<file path="src/rtl/ram_pkg.sv">
// Shared constants for the 64x8 flop-based scratch RAM.
package ram_pkg;

    localparam int DATA_WIDTH_DEF = 8;
    localparam int ADDR_WIDTH_DEF = 6;
    localparam int DEPTH_DEF      = 1 << ADDR_WIDTH_DEF;

    localparam logic [7:0] RST_DATA = 8'h00;

endpackage

</file>
<file path="src/rtl/ram_parity.sv">
// Combinational even-parity generate (write side) and check (read side).
module ram_parity
    import ram_pkg::*;
#(
    parameter int DATA_WIDTH = DATA_WIDTH_DEF
) (
    input  logic [DATA_WIDTH-1:0] wr_data,
    input  logic                  wr_inject,
    output logic                  wr_par,
    input  logic [DATA_WIDTH-1:0] rd_data,
    input  logic                  rd_par,
    output logic                  rd_err
);

    // Inject flips the stored bit so a later read flags an error.
    assign wr_par = (^wr_data) ^ wr_inject;
    assign rd_err = ^{rd_data, rd_par};

endmodule

</file>
<file path="src/rtl/ram.sv">
// Single-port synchronous RAM, write-first, registered read, sync active-low reset.
// Optional per-word even parity is enabled by defining RAM_PARITY_EN.
module ram
    import ram_pkg::*;
#(
    parameter int DATA_WIDTH = DATA_WIDTH_DEF,
    parameter int ADDR_WIDTH = ADDR_WIDTH_DEF
) (
    input  logic [DATA_WIDTH-1:0] data_in,
    input  logic [ADDR_WIDTH-1:0] address,
    input  logic                  write_enable,
    input  logic                  clk,
    output logic [DATA_WIDTH-1:0] data_out,
    input  logic                  rst_n,
`ifdef RAM_PARITY_EN
    input  logic                  parity_inject,
`endif
    output logic                  parity_err
);

    localparam int DEPTH = 1 << ADDR_WIDTH;

    logic [DATA_WIDTH-1:0] mem_q [DEPTH];
    logic [DATA_WIDTH-1:0] mem_d [DEPTH];
    logic [DATA_WIDTH-1:0] data_out_q, data_out_d;

    always_comb begin
        mem_d      = mem_q;
        data_out_d = mem_q[address];
        if (write_enable) begin
            mem_d[address] = data_in;
            data_out_d     = data_in;
        end
    end

    always_ff @(posedge clk) begin
        if (!rst_n) begin
            for (int i = 0; i < DEPTH; i++) begin
                mem_q[i] <= DATA_WIDTH'(RST_DATA);
            end
            data_out_q <= DATA_WIDTH'(RST_DATA);
        end else begin
            mem_q      <= mem_d;
            data_out_q <= data_out_d;
        end
    end

    assign data_out = data_out_q;

`ifdef RAM_PARITY_EN
    logic par_q [DEPTH];
    logic par_d [DEPTH];
    logic parity_err_q, parity_err_d;
    logic wr_par, rd_err;

    ram_parity #(
        .DATA_WIDTH(DATA_WIDTH)
    ) u_parity (
        .wr_data  (data_in),
        .wr_inject(parity_inject),
        .wr_par   (wr_par),
        .rd_data  (mem_q[address]),
        .rd_par   (par_q[address]),
        .rd_err   (rd_err)
    );

    always_comb begin
        par_d        = par_q;
        parity_err_d = rd_err;
        if (write_enable) begin
            par_d[address] = wr_par;
            parity_err_d   = 1'b0;
        end
    end

    always_ff @(posedge clk) begin
        if (!rst_n) begin
            for (int i = 0; i < DEPTH; i++) begin
                par_q[i] <= 1'b0;
            end
            parity_err_q <= 1'b0;
        end else begin
            par_q        <= par_d;
            parity_err_q <= parity_err_d;
        end
    end

    assign parity_err = parity_err_q;
`else
    assign parity_err = 1'b0;
`endif

endmodule

</file>
<file path="config.mk">
export PLATFORM = sky130hd
export DESIGN_NAME = ram
export DESIGN_NICKNAME = d
export VERILOG_FILES = /design/src/rtl/ram_pkg.sv /design/src/rtl/ram_parity.sv /design/src/rtl/ram.sv
export SDC_FILE = /design/constraint.sdc
export NUM_CORES = 1
export LEC_CHECK = 0
export CAP_MARGIN = 20
export CELL_PAD_IN_SITES_DETAIL_PLACEMENT = 1
export CELL_PAD_IN_SITES_GLOBAL_PLACEMENT = 1
export CORE_ASPECT_RATIO = 0.9
export CORE_MARGIN = 4
export CORE_UTILIZATION = 49
export DETAILED_ROUTE_END_ITERATION = 10
export PLACE_DENSITY_LB_ADDON = 0.25
export SLEW_MARGIN = 20
export SYNTH_ARGS = -nofsm -noshare
export SYNTH_HDL_FRONTEND = slang
export SYNTH_HIERARCHICAL = 1
export SYNTH_SLANG_ARGS = --single-unit
</file>
<file path="constraint.sdc">
create_clock -name clk -period 2.3 [get_ports clk]
set_clock_uncertainty 0.05 [all_clocks]
set_input_delay 0.23 -clock clk [delete_from_list [all_inputs] [get_ports clk]]
set_output_delay 0.23 -clock clk [all_outputs]
set_load 0.01 [all_outputs]
</file>
== Word level (Yosys, flattened, before mapping) ==
Index checks and enable logic that the tools add are counted.
Widths: inputs -> output; s select.

* Bits in registers: 520
* Latch bits: 0
* Memory bits (writable): 0
* ROM bits: 0
* Output and inout port bits: 9
* Memories: 0

* Add/subtract/negate cells: 0
* $mul: 0
* Divide/modulo/power cells: 0
* Order comparisons: 2
* Equality and inequality tests: 0
* Shift operators: 0
* Muxes and demuxes: 7
* Bitwise logic cells: 1
* Reductions and logical operators: 1

{| class="wikitable"
|+ Operators by type and width
! kind !! number
|-
| $bwmux 512 || 1
|-
| $bmux 8 s6 || 1
|-
| $demux 8 s6 || 1
|-
| $mux 8 || 4
|-
| $ge 7x7->1 const B || 1
|-
| $lt 7x1->1 const B || 1
|-
| $not 6->7 || 1
|-
| $logic_and 1x1->1 || 1
|}

== Depth between registers and ports, before layout ==
Gate-level depths: netlist (run 1).

* Depth in word-level cells: 6
* Mapped depth: 10
* Depth with buffers taken out: 6

== Least setup slack after synthesis (run 1) ==
No wires, ideal clock.

* Path type: input to register
* Start: input address[2]
* End: register data_out_q[4], in the netlist data_out[4]
* Arrival: 1.724 ns
* Required time: 2.128 ns
* Setup slack: 0.405 ns
* Stages on the path: 7
* Cells stage by stage: buf_4 > buf_2 > buf_2 > mux4_2 > o211ai_2 > o2111ai_1 > o311a_1

* Cells in the longest elaborated chain, start to end: 5

{| class="wikitable"
|+ RTL lines
! item !! line !! source
|-
| start: declaration || ram.sv:10 || <nowiki>input logic [ADDR_WIDTH-1:0] address,</nowiki>
|-
| $not 6->7 (not written as such) || ram.sv:29 || <nowiki>data_out_d = mem_q[address];</nowiki>
|-
| $bmux 8 s6 || ram.sv:29 ||
|-
| $mux 8 (not written as such) (2 in series) || ram.sv:29 ||
|-
| $mux 8 || ram.sv:30 || <nowiki>if (write_enable) begin</nowiki>
|-
| end signal: assignment || ram.sv:41 || <nowiki>data_out_q <= DATA_WIDTH'(RST_DATA);</nowiki>
|-
| end signal: assignment || ram.sv:44 || <nowiki>data_out_q <= data_out_d;</nowiki>
|-
| end: declaration || ram.sv:25 || <nowiki>logic [DATA_WIDTH-1:0] data_out_q, data_out_d;</nowiki>
|}

No other way between the ends. The select of a mux whose other input is x is not followed.
A chain may end at the register's enable or synchronous reset.

== Worst setup path after layout (run 1) ==
* Start: register mem_q[194] (netlist bit)
* End: register data_out_q[2], in the netlist data_out[2]

* Cells in the longest elaborated chain, start to end: 4

{| class="wikitable"
|+ RTL lines
! item !! line !! source
|-
| start: declaration || ram.sv:23 || <nowiki>logic [DATA_WIDTH-1:0] mem_q [DEPTH];</nowiki>
|-
| start signal: indexed assignment || ram.sv:39 || <nowiki>mem_q[i] <= DATA_WIDTH'(RST_DATA);</nowiki>
|-
| start signal: assignment || ram.sv:43 || <nowiki>mem_q <= mem_d;</nowiki>
|-
| $bmux 8 s6 || ram.sv:29 ||
|-
| $mux 8 (not written as such) (2 in series) || ram.sv:29 ||
|-
| $mux 8 || ram.sv:30 ||
|}

No other way between the ends. The select of a mux whose other input is x is not followed.

==> out/summary.txt, run 1 <==
Status -> finished clean
N_diodes -> 0
Final HPWL DP -> 63600 µm
Core Region -> 49300 µm²
Yosys reg bits -> 520
Slew at the pin closest to its max-slew limit -> 0.646 ns
Cts hold-fix bufs -> 0
Via count -> 23200
Rows -> 77
Worst hold slack -> 0.0438 ns
Layout area overhead -> 17.8%
R2R setup slack -> 0.03 ns
Width of the die -> 244 µm
CP Class -> flip-flop to flip-flop
Seq/Total Area, Yosys -> 42.4%
Fin crit period -> 2.27 ns
Postcts setup bufs -> 0
Main synth FF type -> dfxtp_1
Unrepaired setup endpoints after global routing -> no
Max IR drop VDD -> 0.513 mV
Number of buffers and inverters on the critical path -> 2
# nets final -> 2885
Highest clock rate -> 441 MHz
Clk pwr share -> 45.2%
Final hold violation count -> 0
Clk pin slew, worst setup/hold paths -> 0.06 ns
H-tree levels -> 2
Clock sinks -> 520
Required time worst endpoint -> 2.77 ns
Internal Power -> 14.9 mW
Initial antenna violation count -> 1
Final core occ -> 58.6%
Synth Area per Inst -> 8.70 µm²
Slowest cell on crit path -> mux4_2
Yosys warning count -> 6
Post-Syn Area -> 24500 µm²
R2R cell count -> 7
Starting DRT DRC Count -> 2345
Rel. slew slack -> 57.0%
Reg2reg start -> mem_q[194]
Crit-path leading delay family -> compound AO/OA/AOI/OAI gates
Overall routing resource usage -> 35.7%
Power density over cell area -> 692 nW/µm²
Power share of the combinational group -> 9.4%
Setup slack after layout -> 0.0345 ns
DRC -> 0
Number of flops mapped to enable cells by yosys -> 0
Synth Instances -> 2818
Drt pass-1 iters -> 5
IO Pins -> 26
Distinct cells, synth -> 60
CP max FO -> 2
Leak Pwr -> 9.54 nW
Worst Setup SP -> mem_q[194]
PortBufs -> 24
Startpoint types -> flip-flop
Switch Pwr -> 5.08 mW
Die footprint -> 53700 µm²
HP Class -> input port to flip-flop
Die Y -> 220 µm
Non-filler instance count after layout -> 3579
Max Cap Viol -> 0
Root Driver -> clkbuf_16
Sequential share of power -> 45.5%
Post-CTS resize count -> 0
Multi-input logic area -> 12800 µm²
Register area -> 10400 µm²
Fillers -> 5636
Via density -> 6.49
CP Depth -> 7
Period utilization -> 98.5%
Dpl ws -> -0.396 ns
Gp weighted congestion -> 0.928
TritonCTS clock tree -> yes
Max incr delay on CP -> 0.47 ns
Share of cells above drive strength 1 -> 16.1%
Worst path cell trace -> mux4_2 -> mux2i_1 -> buf_4 -> o21ai_0 -> a211oi_1 -> a31oi_1 -> buf_4
Synth async-reset ratio -> 0%
CP arrival -> 2.73 ns
Clk_lat worst skew -> 0.62 ns
Largest net degree at the start of global routing -> 92
CP endpoint kind -> flip-flop
Number of nets with antenna violations after routing -> 0
Num CTS Buffers -> 56
Wire per inst -> 27.3 µm
FF-to-FF End -> data_out[2]
Vias in the first global route -> 24200
GRT overflow -> 0
First-pass GRT wire length -> 149000 µm
Clock Tree Buf Depth -> 3
Setup crit end -> data_out[2]
Crit path top cell by count -> buf_4
Starting Density -> 49.7%
Switching Fraction -> 25.4%
Count of pins over their slew limit -> 0
Final WL -> 97800 µm
Syn_nets -> 2835
Placed Cells incl. Taps -> 3481
Final setup fails -> 0
[layout make-up]
type	count	area share, %
clock buffer	81	5.49
clock inverter	17	0.667
inverter	5	0.0650
multi-input combinational	1999	44.4
sequential	520	36.0
tap	671	2.91
timing repair buffer	286	10.5
[per-layer routing]
layer / global-route usage, % / vias to the layer above / wire length, µm
met3: 5.94 / 311 / 7950
met5: 0 / - / 12
met2: 58.8 / 1099 / 44800
met1: 46.8 / 11700 / 40400
li1: - / 10100 / -
met4: 15.7 / 2 / 4520
[synthesized netlist by cell type, types with 3 or more instances]
cell | number | share of area (%)
a22oi_1 | 28 | 0.86
a22o_1 | 10 | 0.36
o22a_1 | 3 | 0.11
nor2_4 | 9 | 0.41
clkbuf_1 | 164 | 2.5
a21oi_1 | 16 | 0.33
a221o_1 | 6 | 0.24
o2bb2ai_1 | 4 | 0.14
buf_1 | 24 | 0.37
nor2_1 | 57 | 0.87
inv_1 | 3 | 0.046
a21boi_1 | 30 | 0.92
nand2_1 | 504 | 7.7
nor2b_1 | 94 | 2.4
a31oi_1 | 7 | 0.18
a221oi_1 | 100 | 3.6
or2_2 | 3 | 0.077
mux2_2 | 42 | 1.9
mux4_2 | 30 | 2.8
buf_6 | 8 | 0.37
o2111ai_1 | 3 | 0.11
buf_2 | 85 | 1.7
nand3_1 | 304 | 6.2
o211ai_1 | 5 | 0.15
nor2_2 | 3 | 0.077
and2_1 | 4 | 0.10
nor3_4 | 4 | 0.27
mux2i_1 | 126 | 5.1
a21boi_0 | 392 | 12
o21ai_0 | 154 | 3.1
dfxtp_1 | 520 | 42
buf_4 | 11 | 0.34
o22ai_1 | 8 | 0.20
o221ai_1 | 14 | 0.50
and3_1 | 5 | 0.13
nand2b_1 | 4 | 0.10
[power by group through the flow]
stage               clock network, mW  logic (mW)  registers, mW
finish                           9.03        1.87           9.09
global route                     9.49        1.91           9.09
CTS                              9.11        1.81           9.09
detailed placement                  0        1.80           9.29
global placement                    0        1.77           9.28
floorplan                           0       0.931           9.27
[sequential cells by signal (all words and copies together), names as in the netlist]
name      flops
mem_q       512
data_out      8
[cells in the final DEF, fill, tap and decap left out, drive strengths merged, types with 5 or more instances in the layout]
master           n
a21boi         422
a21oi           16
a221o            6
a221oi         100
a22o            10
a22oi           28
a31oi            7
and2             5
and3             5
buf            274
clkbuf          81
clkdlybuf4s50   12
clkinv          10
dfxtp          520
inv              5
mux2            42
mux2i          126
mux4            30
nand2          504
nand3          304
nor2            69
nor2b           96
nor3             6
o211ai           6
o21ai          155
o221ai          14
o22ai            8
[cell families after synthesis]
| family | Yosys count | share of synthesized area [%] |
|---|---|---|
| AO/OA/AOI/OAI | 796 | 23.4 |
| buffers and inverters | 299 | 5.51 |
| flip-flops | 520 | 42.4 |
| multiplexers | 198 | 9.83 |
| other | 1 | 0.0153 |
| AND/OR/NAND/NOR | 1004 | 18.8 |
[stage by stage]
step / instance area (µm²) / power [mW] / TNS, ns
global placement: 27100 / 11.1 / -7.87
detailed placement: 27100 / 11.1 / -16.05
floorplan: 24500 / 10.2 / 0
global route: 28900 / 20.5 / 0
finish: 28900 / 20.0 / 0
CTS: 28900 / 20.0 / 0
[how the worst min path moves through the flow]
stage	from	endpoint	cells past startpoint
2_1_floorplan	mem_q[415]	mem_q[415]	2
3_3_place_gp	mem_q[302]	mem_q[302]	2
3_5_place_dp	mem_q[486]	mem_q[486]	2
4_1_cts	rst_n	mem_q[285]	2
5_1_grt	rst_n	mem_q[283]	2
6_report	rst_n	mem_q[256]	2
Note: power is estimated with default switching activity, not from simulation.
==> run 2: changes to the inputs <==
- PLACE_DENSITY_LB_ADDON: 0.25 -> 0.1
==> run 2 against run 1 <==
Against the previous run: critical path depth rose by 1; worst setup slack improved by 0.16 ns; power is 1.8% higher; sequential share of layout area is 0.065 points lower; non-clock buffer count rose by 3; final area rose by 0.18%; sequential power about the same; hold slack better by 0.015 ns; critical path type is now input port to flip-flop; critical endpoint is now data_out[5]; largest cell class unchanged.
==> out/summary.txt, run 2 (same netlist as run 1, synthesis figures left out) <==
Sequential share of power -> 44.7% (-0.8 points)
Top reg by flops -> mem_q
IO Pins -> 26 (unchanged)
Period utilization -> 91.5% (-7.0 points)
Overall routing resource usage -> 35.4% (-0.36 points)
Root Driver -> clkbuf_16
Vias in the first global route -> 23700 (-1.9%)
R2R cell count -> 6 (-1)
Startpoint types -> input port
Clock sinks -> 520 (unchanged)
GRT overflow -> 0 (unchanged)
Most frequent cells in the layout -> dfxtp_1, nand2_1, a21boi_0
Fin crit period -> 2.10 ns (-0.161 ns)
DRC -> 0 (unchanged)
CP max FO -> 18 (+16)
Share of cells above drive strength 1 -> 16.4% (+0.35 points)
Slew at the pin closest to its max-slew limit -> 0.910 ns (+0.264 ns)
Clk pin slew, worst setup/hold paths -> 0.06 ns (about the same)
Clock Tree Buf Depth -> 3 (unchanged)
Clk pwr share -> 46.2% (+1.0 points)
Die Y -> 220 µm (unchanged)
Via density -> 6.39 (-1.6%)
Leak Pwr -> 9.61 nW (+0.68%)
Starting Density -> 49.7% (unchanged)
Gp weighted congestion -> 0.920 (-0.82%)
Multi-input logic area -> 12800 µm² (about the same)
Most common cell after layout, fill and taps aside -> dfxtp_1
Register area -> 10400 µm² (unchanged)
Starting DRT DRC Count -> 2270 (-3.2%)
Die footprint -> 53700 µm² (unchanged)
Max Cap Viol -> 0 (unchanged)
Rows -> 77 (unchanged)
Hold Path Sink -> mem_q[486]
Unrepaired setup endpoints after global routing -> no
Internal Power -> 15.2 mW (+1.9%)
Switching Fraction -> 25.3% (-0.099 points)
Initial antenna violation count -> 3 (+2)
CP arrival -> 2.54 ns (-0.19 ns)
Switch Pwr -> 5.15 mW (+1.4%)
Postcts setup bufs -> 0 (unchanged)
Fillers -> 5636 (unchanged)
CP Class -> input port to flip-flop
Reg2reg start -> mem_q[44]
R2R setup slack -> 0.31 ns (+0.28 ns)
Hold path depth -> 3 (+1)
Core Region -> 49300 µm² (unchanged)
Placed inst area -> 27000 µm² (-0.23%)
PortBufs -> 24 (unchanged)
Final setup fails -> 0 (unchanged)
Final HPWL DP -> 63300 µm (-0.50%)
Drt pass-1 iters -> 5 (unchanged)
Num CTS Buffers -> 54 (-3.6%)
Final core occ -> 58.7% (+0.11 points)
Number of nets with antenna violations after routing -> 0 (unchanged)
Layout area overhead -> 18.0%
Required time worst endpoint -> 2.74 ns (-0.03 ns)
First-pass GRT wire length -> 147000 µm (-1.4%)
Final WL -> 97200 µm (-0.57%)
TritonCTS clock tree -> yes
Largest net degree at the start of global routing -> 125 (+36%)
Max IR drop VDD -> 0.527 mV (+2.6%)
Wire per inst -> 27.1 µm (-0.74%)
H-tree levels -> 2 (unchanged)
Hold_sp -> data_in[6]
Power share of the combinational group -> 9.1% (-0.3 points)
CP endpoint kind -> flip-flop
Count of pins over their slew limit -> 0 (unchanged)
Max FFs per register -> 512 (unchanged)
Width of the die -> 244 µm (unchanged)
Via count -> 22900 (-1.5%)
Rel. slew slack -> 39.2% (-18 points)
Design area -> 28900 µm² (+0.18%)
FF-to-FF End -> data_out[4]
Clk_lat worst skew -> 0.62 ns (about the same)
HP Class -> input port to flip-flop
Status -> finished clean
# nets final -> 2886 (+0.035%)
Final hold violation count -> 0 (unchanged)
Highest clock rate -> 475 MHz (+7.6%)
Power density over cell area -> 703 nW/µm² (+1.6%)
[run 2: power by group through the flow]
stage,logic [mW],clock network [mW],registers (mW)
after floorplan,0.931,0,9.27
after global placement,1.75,0,9.29
after detailed placement,1.78,0,9.29
after CTS,1.80,9.47,9.09
after global routing,1.90,9.85,9.09
final,1.85,9.40,9.09
[run 2: worst max-delay path by stage]
| stage | endpoint | slack [ns] | start | cells past startpoint |
|---|---|---|---|---|
| after floorplan | data_out[4] | 0.40 | address[2] | 7 |
| after global placement | data_out[3] | -0.23 | address[2] | 8 |
| after detailed placement | data_out[3] | -0.28 | address[2] | 8 |
| after CTS | data_out[4] | 0.32 | mem_q[44] | 6 |
| after global routing | data_out[3] | 0.19 | address[2] | 8 |
| final | data_out[5] | 0.20 | address[0] | 8 |
[run 2: final cells by class]
class,count,area share (%)
Antenna cell,1,0.00865
Clock buffer,79,5.66
Clock inverter,21,0.804
Inverter,5,0.0648
Multi-Input combinational cell,1999,44.3
Sequential cell,520,36.0
Tap cell,671,2.90
Timing Repair Buffer,289,10.3
[run 2: timing repair]
action | CTS | global route
hold buffers | 2 | 0
hold endpoints to repair | 17 | 0
resized for setup | 0 | 0
[run 2: through the flow]
step	hold slack [ns]	TNS (ns)	total power, mW	setup WS (ns)	cells
after detailed placement	0.400	-6.76	11.1	-0.281	3482
after global placement	0.390	-3.29	11.0	-0.235	3482
final	0.0585	0	20.3	0.195	3585
after CTS	0.0169	0	20.4	0.319	3584
after global routing	0.0592	0	20.8	0.189	3584
after floorplan	0.381	0	10.2	0.405	2818
[run 2: per-layer routing]
| layer | GRT usage (%) | up-vias | share of wire (%) |
|---|---|---|---|
| met4 | 14.8 | 4 | 4.3 |
| li1 | - | 10100 | - |
| met2 | 58.1 | 916 | 46 |
| met5 | 0 | - | 0.034 |
| met3 | 6.64 | 259 | 7.5 |
| met1 | 46.3 | 11600 | 42 |
[run 2: worst max-delay path, stage by stage]
cell      delay [ns]
buf_4           0.20
nor2b_4         0.79
buf_4           0.24
a221oi_1        0.08
o221ai_1        0.30
o211ai_1        0.21
buf_4           0.18
a31oi_1         0.29
==> run 3: changes to the inputs <==
- CORE_MARGIN: 4 -> unset
- CORE_UTILIZATION: 49 -> 40
==> run 3 against run 2 <==
Against the previous run: worst setup slack worse by 0.070 ns; cell count up 3.8%; largest power group unchanged; die area is 16% higher.
==> out/summary.txt, run 3 (same netlist as run 1, synthesis figures left out) <==
Drt pass-1 iters -> 5 (unchanged)
Top reg by flops -> mem_q
Setup TNS -> 0 ns (unchanged)
Die footprint -> 62300 µm² (+16%)
Clock sinks -> 520 (unchanged)
Clock Tree Buf Depth -> 3 (unchanged)
Post-CTS resize count -> 0 (unchanged)
Required time worst endpoint -> 2.77 ns (+0.03 ns)
DRC -> 0 (unchanged)
First-pass GRT wire length -> 150000 µm (+2.0%)
Setup slack after layout -> 0.126 ns (-0.0697 ns)
Clk_lat worst skew -> 0.65 ns (+0.03 ns)
Number of nets with antenna violations after routing -> 0 (unchanged)
Most common cell after layout, fill and taps aside -> dfxtp_1
Placed Cells incl. Taps -> 3609 (+3.6%)
CP Class -> input port to flip-flop
GRT overflow -> 0 (unchanged)
Max incr delay on CP -> 0.47 ns (-0.32 ns)
Die Y -> 237 µm (+7.6%)
Count of pins over their slew limit -> 0 (unchanged)
Worst hold slack -> 0.0629 ns (+0.00443 ns)
Core Region -> 60200 µm² (+22%)
Period utilization -> 94.5% (+3.0 points)
Status -> finished clean
PortBufs -> 24 (unchanged)
R2R setup slack -> 0.15 ns (-0.16 ns)
IO Pins -> 26 (unchanged)
Cts hold-fix bufs -> 2 (unchanged)
Clk pin slew, worst setup/hold paths -> 0.06 ns (about the same)
Crit path top cell by count -> buf_4
Unrepaired setup endpoints after global routing -> no
Fin crit period -> 2.17 ns (+0.0697 ns)
Fillers -> 6792 (+21%)
Startpoint types -> input port
Via count -> 22600 (-1.3%)
Rows -> 85 (+10%)
Vias in the first global route -> 23000 (-2.9%)
Max FFs per register -> 512 (unchanged)
Final WL -> 99800 µm (+2.6%)
Wire per inst -> 26.8 µm (-1.1%)
CP arrival -> 2.64 ns (+0.10 ns)
Rel. slew slack -> 52.6% (+13 points)
Num CTS Buffers -> 59 (+9.3%)
CP endpoint kind -> flip-flop
Worst path cell trace -> buf_4 -> buf_4 -> buf_4 -> nor2b_4 -> buf_12 -> buf_4 -> a221oi_1 -> nor2_1 -> o21ai_0 -> o2111ai_1 -> o221a_2
H-tree levels -> 2 (unchanged)
Total power -> 20.7 mW (+2.0%)
Starting Density -> 40.7% (-9.0 points)
Starting DRT DRC Count -> 1911 (-16%)
Max IR drop VDD -> 0.560 mV (+6.3%)
Final setup fails -> 0 (unchanged)
Leak Pwr -> 9.74 nW (+1.4%)
Crit-path leading delay family -> compound AO/OA/AOI/OAI gates
Initial antenna violation count -> 1 (-2)
Layout area overhead -> 19.5%
Root Driver -> clkbuf_16
HP Class -> input port to flip-flop
Overall routing resource usage -> 31.7% (-3.7 points)
Via density -> 6.07 (-4.9%)
N_diodes -> 0 (-1)
Slew at the pin closest to its max-slew limit -> 0.710 ns (-0.200 ns)
Dpl ws -> -0.352 ns (-0.0705 ns)
Final hold violation count -> 0 (unchanged)
Share of cells above drive strength 1 -> 17.1% (+0.61 points)
# nets final -> 2906 (+0.69%)
Final HPWL DP -> 65800 µm (+4.0%)
CP max FO -> 20 (+2)
Width of the die -> 263 µm (+7.9%)
Max Cap Viol -> 0 (unchanged)
Power density over cell area -> 707 nW/µm² (+0.64%)
Most frequent cells in the layout -> dfxtp_1, nand2_1, a21boi_0
Postcts setup bufs -> 0 (unchanged)
Slowest cell on crit path -> o21ai_0
Highest clock rate -> 460 MHz (-3.2%)
Number of buffers and inverters on the critical path -> 5 (+2)
Largest net degree at the start of global routing -> 101 (-19%)
Non-filler instance count after layout -> 3721 (+3.8%)
TritonCTS clock tree -> yes
Gp weighted congestion -> 0.914 (-0.70%)
==> run 3: worst paths after layout <==
check / startpoint / endpoint / depth (start not counted)
worst max register to register: mem_q[44] / data_out[4] / 6
worst min register to register: mem_q[484] / mem_q[484] / 2
worst min-delay path: data_in[3] / mem_q[411] / 3
worst max-delay path: address[0] / data_out[3] / 11
==> run 3: metal layers <==
metal | vias up | GRT usage [%] | routed length, µm
li1 | 10200 | - | -
met1 | 11500 | 43.7 | 44800
met2 | 762 | 50.3 | 45200
met3 | 175 | 5.28 | 6750
met4 | 0 | 10.5 | 2970
met5 | - | 0 | 0
==> run 3: tightest hold or removal path, stage by stage <==
cell and delay (ns):
buf_2 0.26, nand2_1 0.11, a21boi_0 0.07
==> run 3: area by class of cell <==
cell class	instances	area, µm²	share of cell area (%)
clock buffers	86	1720	5.86
repair buffers	304	3100	10.6
multi-input cells	1999	12800	43.8
flip-flops and latches	520	10400	35.5
inverters	5	18.8	0.0640
clock inverters	24	264	0.900
well taps	783	980	3.34
==> run 3: per-stage QoR <==
step | util [%] | instance area [µm²]
finish | 48.7 | 29300
global route | 48.7 | 29300
CTS | 48.7 | 29300
detailed placement | 45.4 | 27300
global placement | 45.4 | 27300
floorplan | - | 24500
==> run 3: report_power, final <==
group / leakage [nW] / switching, mW / internal, mW
clock network: 0.991 / 4.05 / 5.73
logic: 4.55 / 1.21 / 0.660
registers: 4.19 / 0.0405 / 9.05
